**src/rtl/rv_fetch_responder.sv**
```systemverilog
// Instruction-fetch bus responder: serves core fetches from a 1-cycle synchronous SRAM
// with programmable wait states, restart on address change, NOP + o_err for out-of-range.
// Ports: i_clk, i_reset_n (sync, active-low), i_addr/i_cyc -> o_ack/o_instruction/o_err,
//        o_mem_addr/o_mem_re -> i_mem_rdata (SRAM side).
// Option: define FETCH_RESP_PREFETCH_EN to add a one-entry next-word prefetch buffer.
module rv_fetch_responder #(
  parameter int          ADDR_WIDTH  = 16,
  parameter logic [31:0] BASE_ADDR   = 32'h0000_0000,
  parameter int          WAIT_STATES = 1
) (
  input  logic                  i_clk,
  input  logic                  i_reset_n,
  input  logic [31:0]           i_addr,
  input  logic                  i_cyc,
  output logic                  o_ack,
  output logic [31:0]           o_instruction,
  output logic                  o_err,
  output logic [ADDR_WIDTH-1:0] o_mem_addr,
  output logic                  o_mem_re,
  input  logic [31:0]           i_mem_rdata
);

  localparam logic [31:0] NOP = 32'h0000_0013;
  localparam logic [3:0]  WS  = 4'(WAIT_STATES);

  typedef enum logic [2:0] {
    S_IDLE,
    S_WAIT,
    S_READ,
    S_CAPT,
    S_ACK,
    S_PF_WAIT,
    S_PF_READ,
    S_PF_CAPT
  } state_t;

  state_t                r_state;
  logic [3:0]            r_cnt;
  logic [29:0]           r_laddr;
  logic [ADDR_WIDTH-1:0] r_word;
  logic                  r_ack;
  logic                  r_err;
  logic [31:0]           r_instr;
  logic                  r_mem_re;
  logic [ADDR_WIDTH-1:0] r_mem_addr;

  // 33-bit compare so the window size cannot overflow
  logic [31:0]           w_off;
  logic                  w_inr;
  logic [ADDR_WIDTH-1:0] w_word;
  logic                  w_busy;
  logic                  w_chg;
  logic                  w_accept;

  assign w_off  = i_addr - BASE_ADDR;
  assign w_inr  = {1'b0, w_off} < (33'd4 << ADDR_WIDTH);
  assign w_word = w_off[ADDR_WIDTH+1:2];
  assign w_busy = (r_state == S_WAIT) || (r_state == S_READ) ||
                  (r_state == S_CAPT);
  assign w_chg  = i_addr[31:2] != r_laddr;

`ifdef FETCH_RESP_PREFETCH_EN
  logic [29:0]           r_pf_addr;
  logic [ADDR_WIDTH-1:0] r_pf_word;
  logic [31:0]           r_pf_data;
  logic                  r_pf_valid;
  logic                  w_pf_match;
  logic                  w_pf_hit;
  logic                  w_pf_st;

  assign w_pf_match = i_addr[31:2] == r_pf_addr;
  assign w_pf_hit   = r_pf_valid && w_pf_match;
  assign w_pf_st    = (r_state == S_PF_WAIT) || (r_state == S_PF_READ) ||
                      (r_state == S_PF_CAPT);
  // a request for the word being prefetched rides along with the prefetch
  assign w_accept = i_cyc && (((r_state == S_IDLE) && !w_pf_hit) ||
                              (w_busy && w_chg) ||
                              (w_pf_st && !w_pf_match));
`else
  assign w_accept = i_cyc && ((r_state == S_IDLE) || (w_busy && w_chg));
`endif

  always_ff @(posedge i_clk) begin
    if (!i_reset_n) begin
      r_state    <= S_IDLE;
      r_cnt      <= '0;
      r_laddr    <= '0;
      r_word     <= '0;
      r_ack      <= 1'b0;
      r_err      <= 1'b0;
      r_instr    <= NOP;
      r_mem_re   <= 1'b0;
      r_mem_addr <= '0;
`ifdef FETCH_RESP_PREFETCH_EN
      r_pf_addr  <= '0;
      r_pf_word  <= '0;
      r_pf_data  <= '0;
      r_pf_valid <= 1'b0;
`endif
    end else begin
      r_ack    <= 1'b0;
      r_mem_re <= 1'b0;
      if (w_accept) begin
`ifdef FETCH_RESP_PREFETCH_EN
        r_pf_valid <= 1'b0;
`endif
        r_laddr <= i_addr[31:2];
        if (w_inr) begin
          r_word <= w_word;
          if (WAIT_STATES == 0) begin
            r_state    <= S_READ;
            r_mem_re   <= 1'b1;
            r_mem_addr <= w_word;
          end else begin
            r_state <= S_WAIT;
            r_cnt   <= WS;
          end
        end else begin
          r_state <= S_ACK;
          r_ack   <= 1'b1;
          r_err   <= 1'b1;
          r_instr <= NOP;
        end
      end else begin
        case (r_state)
          S_IDLE: begin
`ifdef FETCH_RESP_PREFETCH_EN
            if (i_cyc && w_pf_hit) begin
              r_state    <= S_ACK;
              r_ack      <= 1'b1;
              r_err      <= 1'b0;
              r_instr    <= r_pf_data;
              r_laddr    <= r_pf_addr;
              r_word     <= r_pf_word;
              r_pf_valid <= 1'b0;
            end
`endif
          end
          S_WAIT: begin
            if (!i_cyc) begin
              r_state <= S_IDLE;
            end else if (r_cnt == 4'd1) begin
              r_state    <= S_READ;
              r_mem_re   <= 1'b1;
              r_mem_addr <= r_word;
            end else begin
              r_cnt <= r_cnt - 4'd1;
            end
          end
          S_READ: r_state <= i_cyc ? S_CAPT : S_IDLE;
          S_CAPT: begin
            if (!i_cyc) begin
              r_state <= S_IDLE;
            end else begin
              r_state <= S_ACK;
              r_ack   <= 1'b1;
              r_err   <= 1'b0;
              r_instr <= i_mem_rdata;
            end
          end
          S_ACK: begin
`ifdef FETCH_RESP_PREFETCH_EN
            if (!r_err && (r_word != '1)) begin
              r_pf_addr <= r_laddr + 30'd1;
              r_pf_word <= r_word + 1'b1;
              if (WAIT_STATES == 0) begin
                r_state    <= S_PF_READ;
                r_mem_re   <= 1'b1;
                r_mem_addr <= r_word + 1'b1;
              end else begin
                r_state <= S_PF_WAIT;
                r_cnt   <= WS;
              end
            end else begin
              r_state <= S_IDLE;
            end
`else
            r_state <= S_IDLE;
`endif
          end
`ifdef FETCH_RESP_PREFETCH_EN
          S_PF_WAIT: begin
            if (r_cnt == 4'd1) begin
              r_state    <= S_PF_READ;
              r_mem_re   <= 1'b1;
              r_mem_addr <= r_pf_word;
            end else begin
              r_cnt <= r_cnt - 4'd1;
            end
          end
          S_PF_READ: r_state <= S_PF_CAPT;
          S_PF_CAPT: begin
            if (i_cyc && w_pf_match) begin
              r_state <= S_ACK;
              r_ack   <= 1'b1;
              r_err   <= 1'b0;
              r_instr <= i_mem_rdata;
              r_laddr <= r_pf_addr;
              r_word  <= r_pf_word;
            end else begin
              r_state    <= S_IDLE;
              r_pf_data  <= i_mem_rdata;
              r_pf_valid <= 1'b1;
            end
          end
`endif
          default: r_state <= S_IDLE;
        endcase
      end
    end
  end

  assign o_ack         = r_ack;
  assign o_err         = r_err;
  assign o_instruction = r_instr;
  assign o_mem_re      = r_mem_re;
  assign o_mem_addr    = r_mem_addr;

endmodule
```
**config.mk**
```make
export PLATFORM = sky130hd
export DESIGN_NAME = rv_fetch_responder
export DESIGN_NICKNAME = d
export VERILOG_FILES = /design/src/rtl/rv_fetch_responder.sv
export SDC_FILE = /design/constraint.sdc
export NUM_CORES = 1
export LEC_CHECK = 0
export ABC_CLOCK_PERIOD_IN_PS = 2090
export BUFFER_PORTS_ARGS = -buffer_cell sky130_fd_sc_hd__buf_2
export CAP_MARGIN = 5
export CORE_MARGIN = 3
export CORE_UTILIZATION = 40
export DETAILED_ROUTE_END_ITERATION = 8
export PLACE_DENSITY_LB_ADDON = 0.2
export SLEW_MARGIN = 20
export SYNTH_ARGS = -nofsm -noshare
export SYNTH_HDL_FRONTEND = slang
export SYNTH_SLANG_ARGS = --single-unit
export TNS_END_PERCENT = 20
```
**constraint.sdc**
```tcl
create_clock -name i_clk -period 2.09 [get_ports i_clk]
set_clock_uncertainty 0.1 [all_clocks]
set_input_delay 0.209 -clock i_clk [delete_from_list [all_inputs] [get_ports i_clk]]
set_output_delay 0.209 -clock i_clk [all_outputs]
set_load 0.005 [all_outputs]
```
# Yosys cells after proc, flatten, opt, wreduce, memory -nomap -nowiden
# Index checks and enable logic that the tools add are counted.
# word_totals
regBits	104
in_bits	67
out_inout_bits	51
wordCells	65
# op_classes
addsub	1
n_lt_le_gt_ge	1
n_eq_ne	10
n_mux	25
bitwise	4
n_reduce_logical	15
# op_table
operator	count
32-bit two-way mux	4
32-bit by 19-bit < comparator with 1-bit output (second input constant)	1
30-bit != test	1
4-bit two-way mux	5
3-bit two-way mux	5
3-bit case mux with 4 select lines	1
1-bit two-way mux	9
2-bit != test (second input constant)	4
4-bit AND reduction	2
3-bit by 2-bit == test with 1-bit output (second input constant)	2
2-bit nonzero test	3
4-bit by 1-bit == test with 1-bit output (second input constant)	1
4-bit by 3-bit != test with 1-bit output (second input constant)	1
1-bit NOT	4
2-bit AND reduction	2
4-bit OR reduction	1
4-bit by 1-bit subtractor with 4-bit output (second input constant)	1
3-bit by 1-bit == test with 1-bit output (second input constant)	1
3-bit logical NOT	1
1-bit logical OR	3
3-bit AND reduction	1
1-bit logical AND	2
2-bit two-way mux	1

# Depth between registers and ports, before layout
# Gate-level depths: netlist (run 1).
# depth
word_depth	8
ltp_mapped	10
depth_no_buf	7

# Worst setup path after synthesis (run 1)
# No wires, ideal clock.
# synth_timing
path_type	reg-to-reg
start	register r_cnt[0]
end	register r_mem_addr[10], in the netlist o_mem_addr[10]
setup_time_ns	0.132
arrival_time_ns	1.996
required_time_ns	1.858
setup_slack_ns	-0.139
stages_incl_launch_ff	10
path_buffers	3
synth_period_minus_slack_ns	2.229
cell_sequence	dfxtp_1 ha_1 nor3b_1 and3b_1 clkbuf_1 or4b_1 clkbuf_2 buf_2 nand2_1 a21oi_1
# synth_via
elab_chain_cells	2
# synth_lines
item	line	rtl
start, declared	38	logic [3:0] r_cnt;
start signal, assigned	147	r_cnt <= r_cnt - 4'd1;
4-bit by 1-bit == test with 1-bit output	142	end else if (r_cnt == 4'd1) begin
4-bit AND reduction (no source line)	--	
end signal, assigned	113	r_mem_addr <= w_word;
end signal, assigned	145	r_mem_addr <= r_word;
end, declared	45	logic [ADDR_WIDTH-1:0] r_mem_addr;
# Every way passes these cells.
# A chain may end at the register's enable or synchronous reset.

# Worst setup path after layout (run 1)
# layout_timing
start	register r_laddr[26]
end	register r_laddr[6]
# layout_via
elab_chain_cells	4
# layout_lines
item	line	rtl
start, declared	39	logic [29:0] r_laddr;
start signal, assigned	107	r_laddr <= i_addr[31:2];
30-bit != test	60	assign w_chg = i_addr[31:2] != r_laddr;
1-bit logical AND	80	assign w_accept = i_cyc && ((r_state == S_IDLE) || (w_busy && w_chg));
1-bit logical OR	80	
1-bit logical AND	80	
# Every way passes these cells.

==> flow_summary_export.csv, run 1 <==
group,metric,value,unit
outcome,outcome,"finished, violations left",
outcome,violations,"negative setup slack",
global_routing,overflow,0,
critical_path,reg2reg_depth,9,
hold_path,holdPathStages,3,
final_layout,drive_gt1_share,34.5,%
cts,cts-root-buf,"clkbuf_8",
logic_synthesis,synth_area,4290,µm²
critical_path,crit_chain,"xnor2_2, buf_4, nand4_1, or4_4, o21ai_4, buf_6, buf_8, mux2i_2, nor2_1",
logic_synthesis,synth_top_area_share,48.6,%
critical_path,cp.required,2230,ps
logic_synthesis,synth_fp_nets,538,
route,drt-total-wl,11300,µm
logic_synthesis,synthArstFlopShare,0,%
cts,clkTransAtPathRegs,110,ps
final_layout,final_util,58.7,%
sta,maxSlewViolCount,0,
global_routing,grt_pass1_wl,17300,µm
global_routing,grt_max_degree,67,
placement,preCtsSetupSlack,-321,ps
placement,dpl_cell_area,5290,µm²
placement,gp_congestion,0.879,
die,io_pins,118,
cts,clk_path_buf_depth,2,
logic_synthesis,synth_area_leaders,"dfxtp_1, mux2i_1, nand2_1, xnor2_1, o22ai_1",
cts,cts_tree,"done",
sta,setup_viol,100,
critical_path,cp_max_fo,7,
route,drt-initial-drc-count,214,
sta,whs,6.72,ps
pwr,pwr-share-comb,13.0,%
logic_synthesis,synth_area_per_cell,9.14,µm²
placement,hpwl,7540,µm
placement,numPortBuffers,115,
final_layout,nets,717,
final_layout,final_area,6080,µm²
sta,tightest_slew,599,ps
critical_path,crit_path_end_kind,"register",
cts,cts_num_sinks,104,
logic_synthesis,netlist_instances,469,
logic_synthesis,synth-seq-cells,104,
logic_synthesis,seq_area_frac_synth,48.6,%
sta,fmax,418,MHz
critical_path,path_buf_inv,3,
route,ant_nets,0,
route,dr.pass1.iters,5,
pwr,sequentialPowerShare,54.7,%
final_layout,ff_latch_area,2090,µm²
pwr,p_switching,0.000995,W
route,vias,3957,
critical_path,crit_slowest_cell,"or4_4",
route,drc,0,
cts,h-tree-depth,3,
logic_synthesis,yosys_warnings,0,
critical_path,arrival,2530,ps
die,die_x,110,µm
cts,clk-insertion-delay-late,370,ps
logic_synthesis,synth_edf_count,0,
logic_synthesis,yosysMostFrequentCell,"dfxtp_1",
die,initial_utilization,41.3,%
cts,cts_buffers,9,
pwr,ir_drop,0.000414,V
route,wire_per_inst,14.3,µm
flow_run,maxCapViolations,0,
critical_path,path_depth,9,
hold_path,hp-class,"in2reg",
critical_path,start_kind,"register",
pwr,leakagePower,2.60,nW
sta,rsz0062_at_grt,"yes",
global_routing,grt_pass1_vias,3723,
sta,max-slew-margin-rel,60.1,%
critical_path,critPathMaxStageDelay,620,ps
sta,fin_setup_tns,-21040,ps
logic_synthesis,synth_common_cells,"dfxtp_1, nand2_1, nor2_1, mux2i_1, xnor2_1",
critical_path,worst-setup-path-type,"reg2reg",
global_routing,antenna_found_initial,0,
route,viasPerCell,5.02,
pwr,p_clk_share,32.3,%
die,core_area,10400,µm²
pwr,p_sw_share,26.5,%
sta,setup_ws,-304,ps
final_layout,multi_input_area,2180,µm²
logic_synthesis,yosysTopAreaCell,"dfxtp_1",
logic_synthesis,synthFlopType,"dfxtp_1",
final_layout,antenna_cells,0,
sta,fin_crit_sh,115,%
final_layout,syn_to_final_growth,41.8,%
pwr,power.internal,0.00276,W
global_routing,grt_util_all_layers,18.3,%
die,row_count,37,
sta,min_period,2390,ps
die,dieHeight,110,µm
critical_path,cp_top_family,"simple AND/OR/NAND/NOR gates",
sta,finalHoldViolCount,0,
pwr,power_density,617,nW/µm²
die,die-area,12000,µm²
final_layout,nFillCells,915,
logic_synthesis,synth_cell_types,43,
[flip-flops by register name, summed over array words and instances, names as in the netlist, 3 cells and up]
signal,cells
o_instruction,32
r_laddr,30
o_mem_addr,16
r_word,16
r_cnt,4
r_state,3
[cells in the final DEF, fill, tap and decap left out, types with 21 or more instances in the layout]
master,instances
a21oi_1,21
buf_2,115
buf_4,36
dfxtp_1,96
dlygate4sd3_1,30
mux2i_1,42
nand2_1,77
nor2_1,48
o22ai_1,29
xnor2_1,23
[path summary, 6_finish.rpt]
path | from | end | slack, ps
max | r_laddr[26] | r_laddr[6] | -300
min | i_mem_rdata[7] | o_instruction[7] | 7
max reg2reg | r_laddr[26] | r_laddr[6] | -300
min reg2reg | o_mem_addr[7] | o_mem_addr[7] | 360
[through the flow]
stage / power, W / instances
6_report: 0.00375 / 789
5_1_grt: 0.00391 / 789
4_1_cts: 0.00378 / 789
3_5_place_dp: 0.00249 / 734
3_3_place_gp: 0.00248 / 734
2_1_floorplan: 0.00230 / 469
[metal layers]
layer	global-route usage (%)	up-vias	wire (µm)
met4	6.23	0	214
met2	31.1	133	5210
met1	23.0	1830	5030
met3	3.70	20	821
met5	0	-	0
li1	-	1974	-
[final cells by class]
type                    count  share of cell area, %
multi-input cells         329                   35.8
flip-flops and latches    104                   34.4
repair buffers            200                   23.6
well taps                 136                   2.80
clock buffers              10                   2.10
clock inverters             6                   1.01
inverters                   4                  0.247
[cells by family (layout without fill, tap and decap cells)]
logic type               Yosys count  in the layout  share of synthesized area, %
AND/OR/NAND/NOR                  184            185                          19.6
flip-flops                       104            104                          48.6
AO/OA/AOI/OAI                     66             66                          10.0
multiplexers                      46             46                          10.7
buffers and inverters             37            220                          4.41
XOR/XNOR                          30             30                          6.13
adder cells (fa/ha/maj)            2              2                         0.584
[worst min-delay path: stages]
cell and delay, ps:
buf_2 100, nand2_1 50, o22ai_1 70
[power by group through the flow]
stage          registers, W  clock network (W)  logic (W)
3_5_place_dp        0.00209                  0   0.000398
2_1_floorplan       0.00209                  0   0.000214
3_3_place_gp        0.00209                  0   0.000393
5_1_grt             0.00206            0.00132   0.000532
6_report            0.00205            0.00121   0.000489
4_1_cts             0.00205            0.00124   0.000491
[timing repair]
item,CTS,global route
resized for setup,27,19
setup buffers,6,0
hold endpoints to repair,30,0
setup endpoints to repair,104,104
hold buffers,30,0
cloned,3,1
pin swaps,9,15
Power figures use the tool's default switching activity.
==> inputs of run 2 (changes only) <==
CORE_ASPECT_RATIO = 0.6   (was unset)
==> run 2 against run 1 <==
Compared with the run above:
- the run still ends with negative setup slack left
- hold slack improved by 0.96 ps
- power increased by 19%
- register-to-register slack about the same
- core utilization increased by 1.7 points
- design area increased by 0.78%
- critical path depth decreased by 3
==> flow_summary_export.csv, run 2 (synthesized netlist as in run 1, its figures left out) <==
group,metric,value,unit
outcome,outcome,"finished, violations left",
outcome,violations,"negative setup slack",
global_routing,grt_util_all_layers,19.8,%
sta,rsz0062_at_grt,"yes",
global_routing,antenna_found_initial,1,
critical_path,reg2reg_depth,6,
placement,hpwl,8140,µm
sta,maxSlewViolCount,0,
final_layout,largest_reg_flops,32,
critical_path,cp_max_fo,6,
pwr,pwr-share-comb,11.3,%
route,drt-total-wl,12100,µm
route,wl_met3,561,µm
critical_path,reg2reg_to,"o_instruction[4]",
route,viasPerCell,4.99,
final_layout,syn_to_final_growth,43.0,%
sta,whs,7.68,ps
global_routing,grt_pass1_wl,19000,µm
final_layout,nFillCells,864,
critical_path,reg2reg_setup_slack,-310,ps
cts,clk-insertion-delay-late,350,ps
critical_path,worst-setup-path-type,"reg2reg",
route,drc,0,
critical_path,arrival,2530,ps
pwr,power,0.00446,W
route,drt-initial-drc-count,265,
final_layout,multi_input_area,2170,µm²
pwr,p_sw_share,24.3,%
final_layout,ff_latch_area,2100,µm²
final_layout,drive_gt1_share,37.8,%
global_routing,grt_max_degree,57,
die,initial_utilization,42.2,%
sta,fin_setup_tns,-23310,ps
die,dieHeight,86.2,µm
critical_path,start_kind,"register",
sta,setup_ws,-306,ps
pwr,power.internal,0.00337,W
pwr,p_switching,0.00109,W
route,m1WireLength,5950,µm
die,io_pins,118,
critical_path,crit_slowest_cell,"or4_4",
die,die_x,140,µm
cts,clkTransAtPathRegs,70,ps
critical_path,critPathMaxStageDelay,530,ps
placement,gp_congestion,0.826,
sta,max-slew-margin-rel,64.4,%
global_routing,grt_pass1_vias,3764,
critical_path,crit_path_end_kind,"register",
critical_path,crit_top_cell,"or4_4",
final_layout,antenna_cells,0,
pwr,power_density,727,nW/µm²
critical_path,cp.required,2230,ps
critical_path,crit_path_end,"o_instruction[4]",
final_layout,mostFrequentLayoutCells,"buf_2, dfxtp_1, nand2_1",
final_layout,nets,709,
sta,min_period,2400,ps
cts,clk_path_buf_depth,2,
route,vias,3895,
hold_path,hp-class,"in2reg",
sta,tightest_slew,529,ps
pwr,p_clk_share,42.7,%
route,routed.top_layer,"met5",
pwr,leakagePower,2.66,nW
global_routing,overflow,0,
pwr,ir_drop,0.000394,V
route,dr.pass1.iters,4,
die,die-area,12000,µm²
cts,cts-root-buf,"clkbuf_16",
die,row_count,28,
flow_run,maxCapViolations,0,
cts,cts_tree,"done",
pwr,sequentialPowerShare,46.1,%
route,wire_per_inst,15.5,µm
cts,cts_num_sinks,104,
route,route.met2.wl,5430,µm
sta,setup_viol,104,
route,ant_nets,0,
final_layout,final_common_cell,"buf_2",
critical_path,crit_chain,"xnor2_2, nand4_1, or4_4, or4_4, buf_6, o32a_2",
die,core_area,10200,µm²
cts,cts_buffers,9,
critical_path,critPathLaunch,"r_laddr[22]",
sta,finalHoldViolCount,0,
placement,numPortBuffers,115,
critical_path,reg2reg_from,"r_laddr[22]",
sta,fin_crit_sh,115,%
sta,fmax,417,MHz
cts,h-tree-depth,3,
==> run 2: cell type report <==
class / instances / area share [%]
Multi-Input combinational cell: 328 / 35.5
Sequential cell: 104 / 34.2
Timing Repair Buffer: 193 / 21.8
Clock buffer: 9 / 3.67
Tap cell: 135 / 2.76
Clock inverter: 7 / 1.86
Inverter: 4 / 0.245
==> run 2: how the worst min path moves through the flow <==
| stage | from | to | depth (start not counted) |
|---|---|---|---|
| 2_1_floorplan | i_addr[16] | r_laddr[14] | 2 |
| 6_report | i_mem_rdata[27] | o_instruction[27] | 3 |
| 3_5_place_dp | o_mem_addr[10] | o_mem_addr[10] | 2 |
| 3_3_place_gp | o_mem_addr[5] | o_mem_addr[5] | 2 |
| 5_1_grt | i_mem_rdata[30] | o_instruction[30] | 3 |
| 4_1_cts | i_mem_rdata[24] | o_instruction[24] | 3 |
==> run 2: power by group through the flow <==
stage | combinational [W] | sequential, W | clock, W
4_1_cts | 0.000484 | 0.00205 | 0.00194
3_5_place_dp | 0.000403 | 0.00209 | 0
5_1_grt | 0.000541 | 0.00206 | 0.00202
2_1_floorplan | 0.000214 | 0.00209 | 0
6_report | 0.000502 | 0.00205 | 0.00190
3_3_place_gp | 0.000398 | 0.00209 | 0
==> run 2: stage by stage <==
stage | std cells | area (µm²) | utilization [%] | setup slack (ps)
2_1_floorplan | 469 | 4300 | - | -92.7
3_3_place_gp | 736 | 5310 | 52.3 | -358
3_5_place_dp | 736 | 5310 | 52.3 | -391
4_1_cts | 778 | 6050 | 59.6 | -278
5_1_grt | 780 | 6130 | 60.3 | -385
6_report | 780 | 6130 | 60.3 | -306
==> run 2: worst max-delay path, delay by kind of cell (launching register included) <==
family	cells	cell delay (ps)
compound gates	1	320
xor+xnor	1	200
buf+inv	1	160
flops	1	340
simple gates	3	1170
==> run 2: timing repair <==
item                                   in CTS  in global routing
endpoints found under the hold margin       9                  0
setup buffers                              15                  4
cloned                                      2                  0
hold buffers                                9                  0
pin swaps                                  15                 23
setup endpoints to repair                 104                104
resized for setup                          28                 19
==> run 2: layer usage <==
layer,GRT usage [%],vias up
met3,4.85,13
met1,28.1,1834
met4,5.36,2
li1,-,1961
met2,30.5,85
met5,0,-
==> inputs of run 3 (changes only) <==
ABC_CLOCK_PERIOD_IN_PS = 2700   (was 2090)
CORE_UTILIZATION = 52   (was 40)
TNS_END_PERCENT = 1   (was 20)
clock period = 2.7 ns   (was 2.09 ns; I/O delays follow)
==> run 3 against run 2 <==
Compared with the run above:
- the run now ends clean
- design area is 15% lower
- wire length is 13% lower
- critical path depth stayed put
- final cell count is 13% lower
- highest routed layer is now met4
- hold slack better by 60 ps
- flip-flop and latch count stayed put
- worst setup slack better by 390 ps
- core utilization is 8.4 points higher
- largest power group unchanged
- count of clock-buffer cells in the layout is 2 higher
- via count is 6.6% lower
- non-clock buffer count is 68 lower
- die area is 22% lower
==> flow_summary_export.csv, run 3 (synthesized netlist as in run 1, its figures left out) <==
group,metric,value,unit
pwr,leakagePower,2.21,nW
pwr,sequentialPowerShare,50.7,%
final_layout,nFillCells,647,
critical_path,critPathMaxStageDelay,560,ps
global_routing,grt_max_degree,67,
die,dieHeight,76.3,µm
critical_path,reg2reg_depth,6,
critical_path,crit_chain,"xnor2_1, nand4_1, or4_4, or4_4, o21ai_4, o22ai_1",
critical_path,reg2reg_to,"o_instruction[30]",
sta,maxSlewViolCount,0,
placement,hpwl,7430,µm
final_layout,mostFrequentLayoutCells,"buf_2, dfxtp_1, nand2_1",
route,ant_nets,0,
final_layout,syn_to_final_growth,22.2,%
cts,cts_buffers,9,
critical_path,worst-setup-path-type,"reg2reg",
critical_path,start_kind,"register",
sta,finalHoldViolCount,0,
sta,rsz0062_at_grt,"yes",
final_layout,ff_latch_area,2080,µm²
hold_path,holdPathStages,2,
hold_path,hp-class,"in2reg",
global_routing,grt_util_all_layers,22.2,%
cts,cts_setup_buffers,0,
final_layout,antenna_cells,0,
final_layout,nets,642,
die,io_pins,118,
critical_path,crit_top_cell,"or4_4",
global_routing,antenna_found_initial,0,
final_layout,multi_input_area,2050,µm²
die,row_count,24,
route,drt-initial-drc-count,226,
critical_path,reg2reg_setup_slack,80,ps
global_routing,overflow,0,
pwr,power_density,596,nW/µm²
final_layout,final_common_cell,"buf_2",
pwr,ir_drop,0.000423,V
cts,cts-root-buf,"clkbuf_16",
pwr,p_sw_share,23.1,%
placement,gp_congestion,0.800,
route,dr.pass1.iters,4,
critical_path,cp_top_family,"simple AND/OR/NAND/NOR gates",
sta,max-slew-margin-rel,59.9,%
placement,numPortBuffers,115,
critical_path,arrival,2710,ps
route,viasPerCell,5.34,
critical_path,reg2reg_from,"r_laddr[22]",
hold_path,min_to,"o_instruction[4]",
cts,cts_tree,"done",
placement,preCtsSetupSlack,8.04,ps
die,core_area,7630,µm²
critical_path,path_buf_inv,0,
critical_path,cp_max_fo,16,
pwr,p_switching,0.000721,W
critical_path,crit_path_end_kind,"register",
flow_run,maxCapViolations,0,
final_layout,drive_gt1_share,26.2,%
route,drt-total-wl,10500,µm
sta,fin_crit_sh,97.0,%
pwr,p_clk_share,40.7,%
sta,fmax,382,MHz
global_routing,grt_pass1_wl,16700,µm
die,initial_utilization,56.2,%
global_routing,grt_pass1_vias,3370,
die,die-area,9410,µm²
pwr,power.internal,0.00240,W
cts,clk_path_buf_depth,2,
cts,h-tree-depth,3,
outcome,outcome,"finished, final reports clean",
sta,min_period,2620,ps
sta,setup_ws,79.8,ps
critical_path,crit_slowest_cell,"or4_4",
final_layout,largest_reg_flops,32,
route,wire_per_inst,15.4,µm
pwr,pwr-share-comb,8.6,%
cts,cts_num_sinks,104,
route,vias,3636,
route,drc,0,
final_layout,final_util,68.7,%
critical_path,cp.required,2790,ps
die,die_x,123,µm
cts,clkTransAtPathRegs,60,ps
cts,clk-insertion-delay-late,340,ps
sta,tightest_slew,602,ps
hold_path,min_from,"i_mem_rdata[4]",
sta,setup_viol,0,
run 3: cell types whose count changed in the layout (fill, tap and decap cells not counted), moves of 9 or more:
cell,previous run,this run
dfxtp_1,93,104
xnor2_1,17,30
xnor2_2,13,0
buf_4,53,8
dlygate4sd3_1,9,0
dfxtp_2,11,0
run 3: area by class of cell:
class | count | area share [%]
well taps | 104 | 2.48
clock buffers | 11 | 4.44
flip-flops and latches | 104 | 39.7
inverters | 4 | 0.287
repair buffers | 125 | 12.9
multi-input cells | 329 | 39.1
clock inverters | 4 | 1.07
run 3: power groups by stage:
stage | sequential (W) | clock, W | combinational (W)
CTS | 0.00158 | 0.00129 | 0.000265
global route | 0.00159 | 0.00136 | 0.000295
finish | 0.00158 | 0.00127 | 0.000270
global placement | 0.00162 | 0 | 0.000257
floorplan | 0.00162 | 0 | 0.000166
detailed placement | 0.00162 | 0 | 0.000262
run 3: through the flow:
| step | hold WS, ps | power (W) | setup TNS [ps] | cell area, µm² | cells |
|---|---|---|---|---|---|
| after CTS | 61.9 | 0.00314 | 0 | 5220 | 680 |
| final | 68.0 | 0.00312 | 0 | 5240 | 681 |
| after floorplan | 314 | 0.00178 | 0 | 4290 | 469 |
| after global routing | 69.3 | 0.00324 | -48.6 | 5240 | 681 |
| after global placement | 339 | 0.00187 | 0 | 4930 | 665 |
| after detailed placement | 340 | 0.00188 | 0 | 4930 | 665 |
run 3: how the worst max path moves through the flow:
stage | from | cells after the start | end
4_1_cts | r_laddr[22] | 6 | o_instruction[30]
2_1_floorplan | r_cnt[0] | 9 | o_mem_addr[10]
5_1_grt | r_laddr[26] | 7 | r_laddr[24]
3_3_place_gp | i_addr[24] | 7 | o_instruction[4]
3_5_place_dp | i_addr[10] | 7 | o_instruction[30]
6_report | r_laddr[22] | 6 | o_instruction[30]
run 3: timing repair:
item	4_1_cts	5_1_grt
resized for setup	0	1
endpoints found under the setup margin	0	31
hold buffers	0	0
run 3: per-layer routing:
layer / routed length (µm) / track usage, % / vias to the layer above
li1: - / - / 1828
met1: 5070 / 31.8 / 1704
met2: 4640 / 33.2 / 100
met3: 720 / 5.79 / 4
met4: 53 / 5.97 / 0
met5: 0 / 0 / -
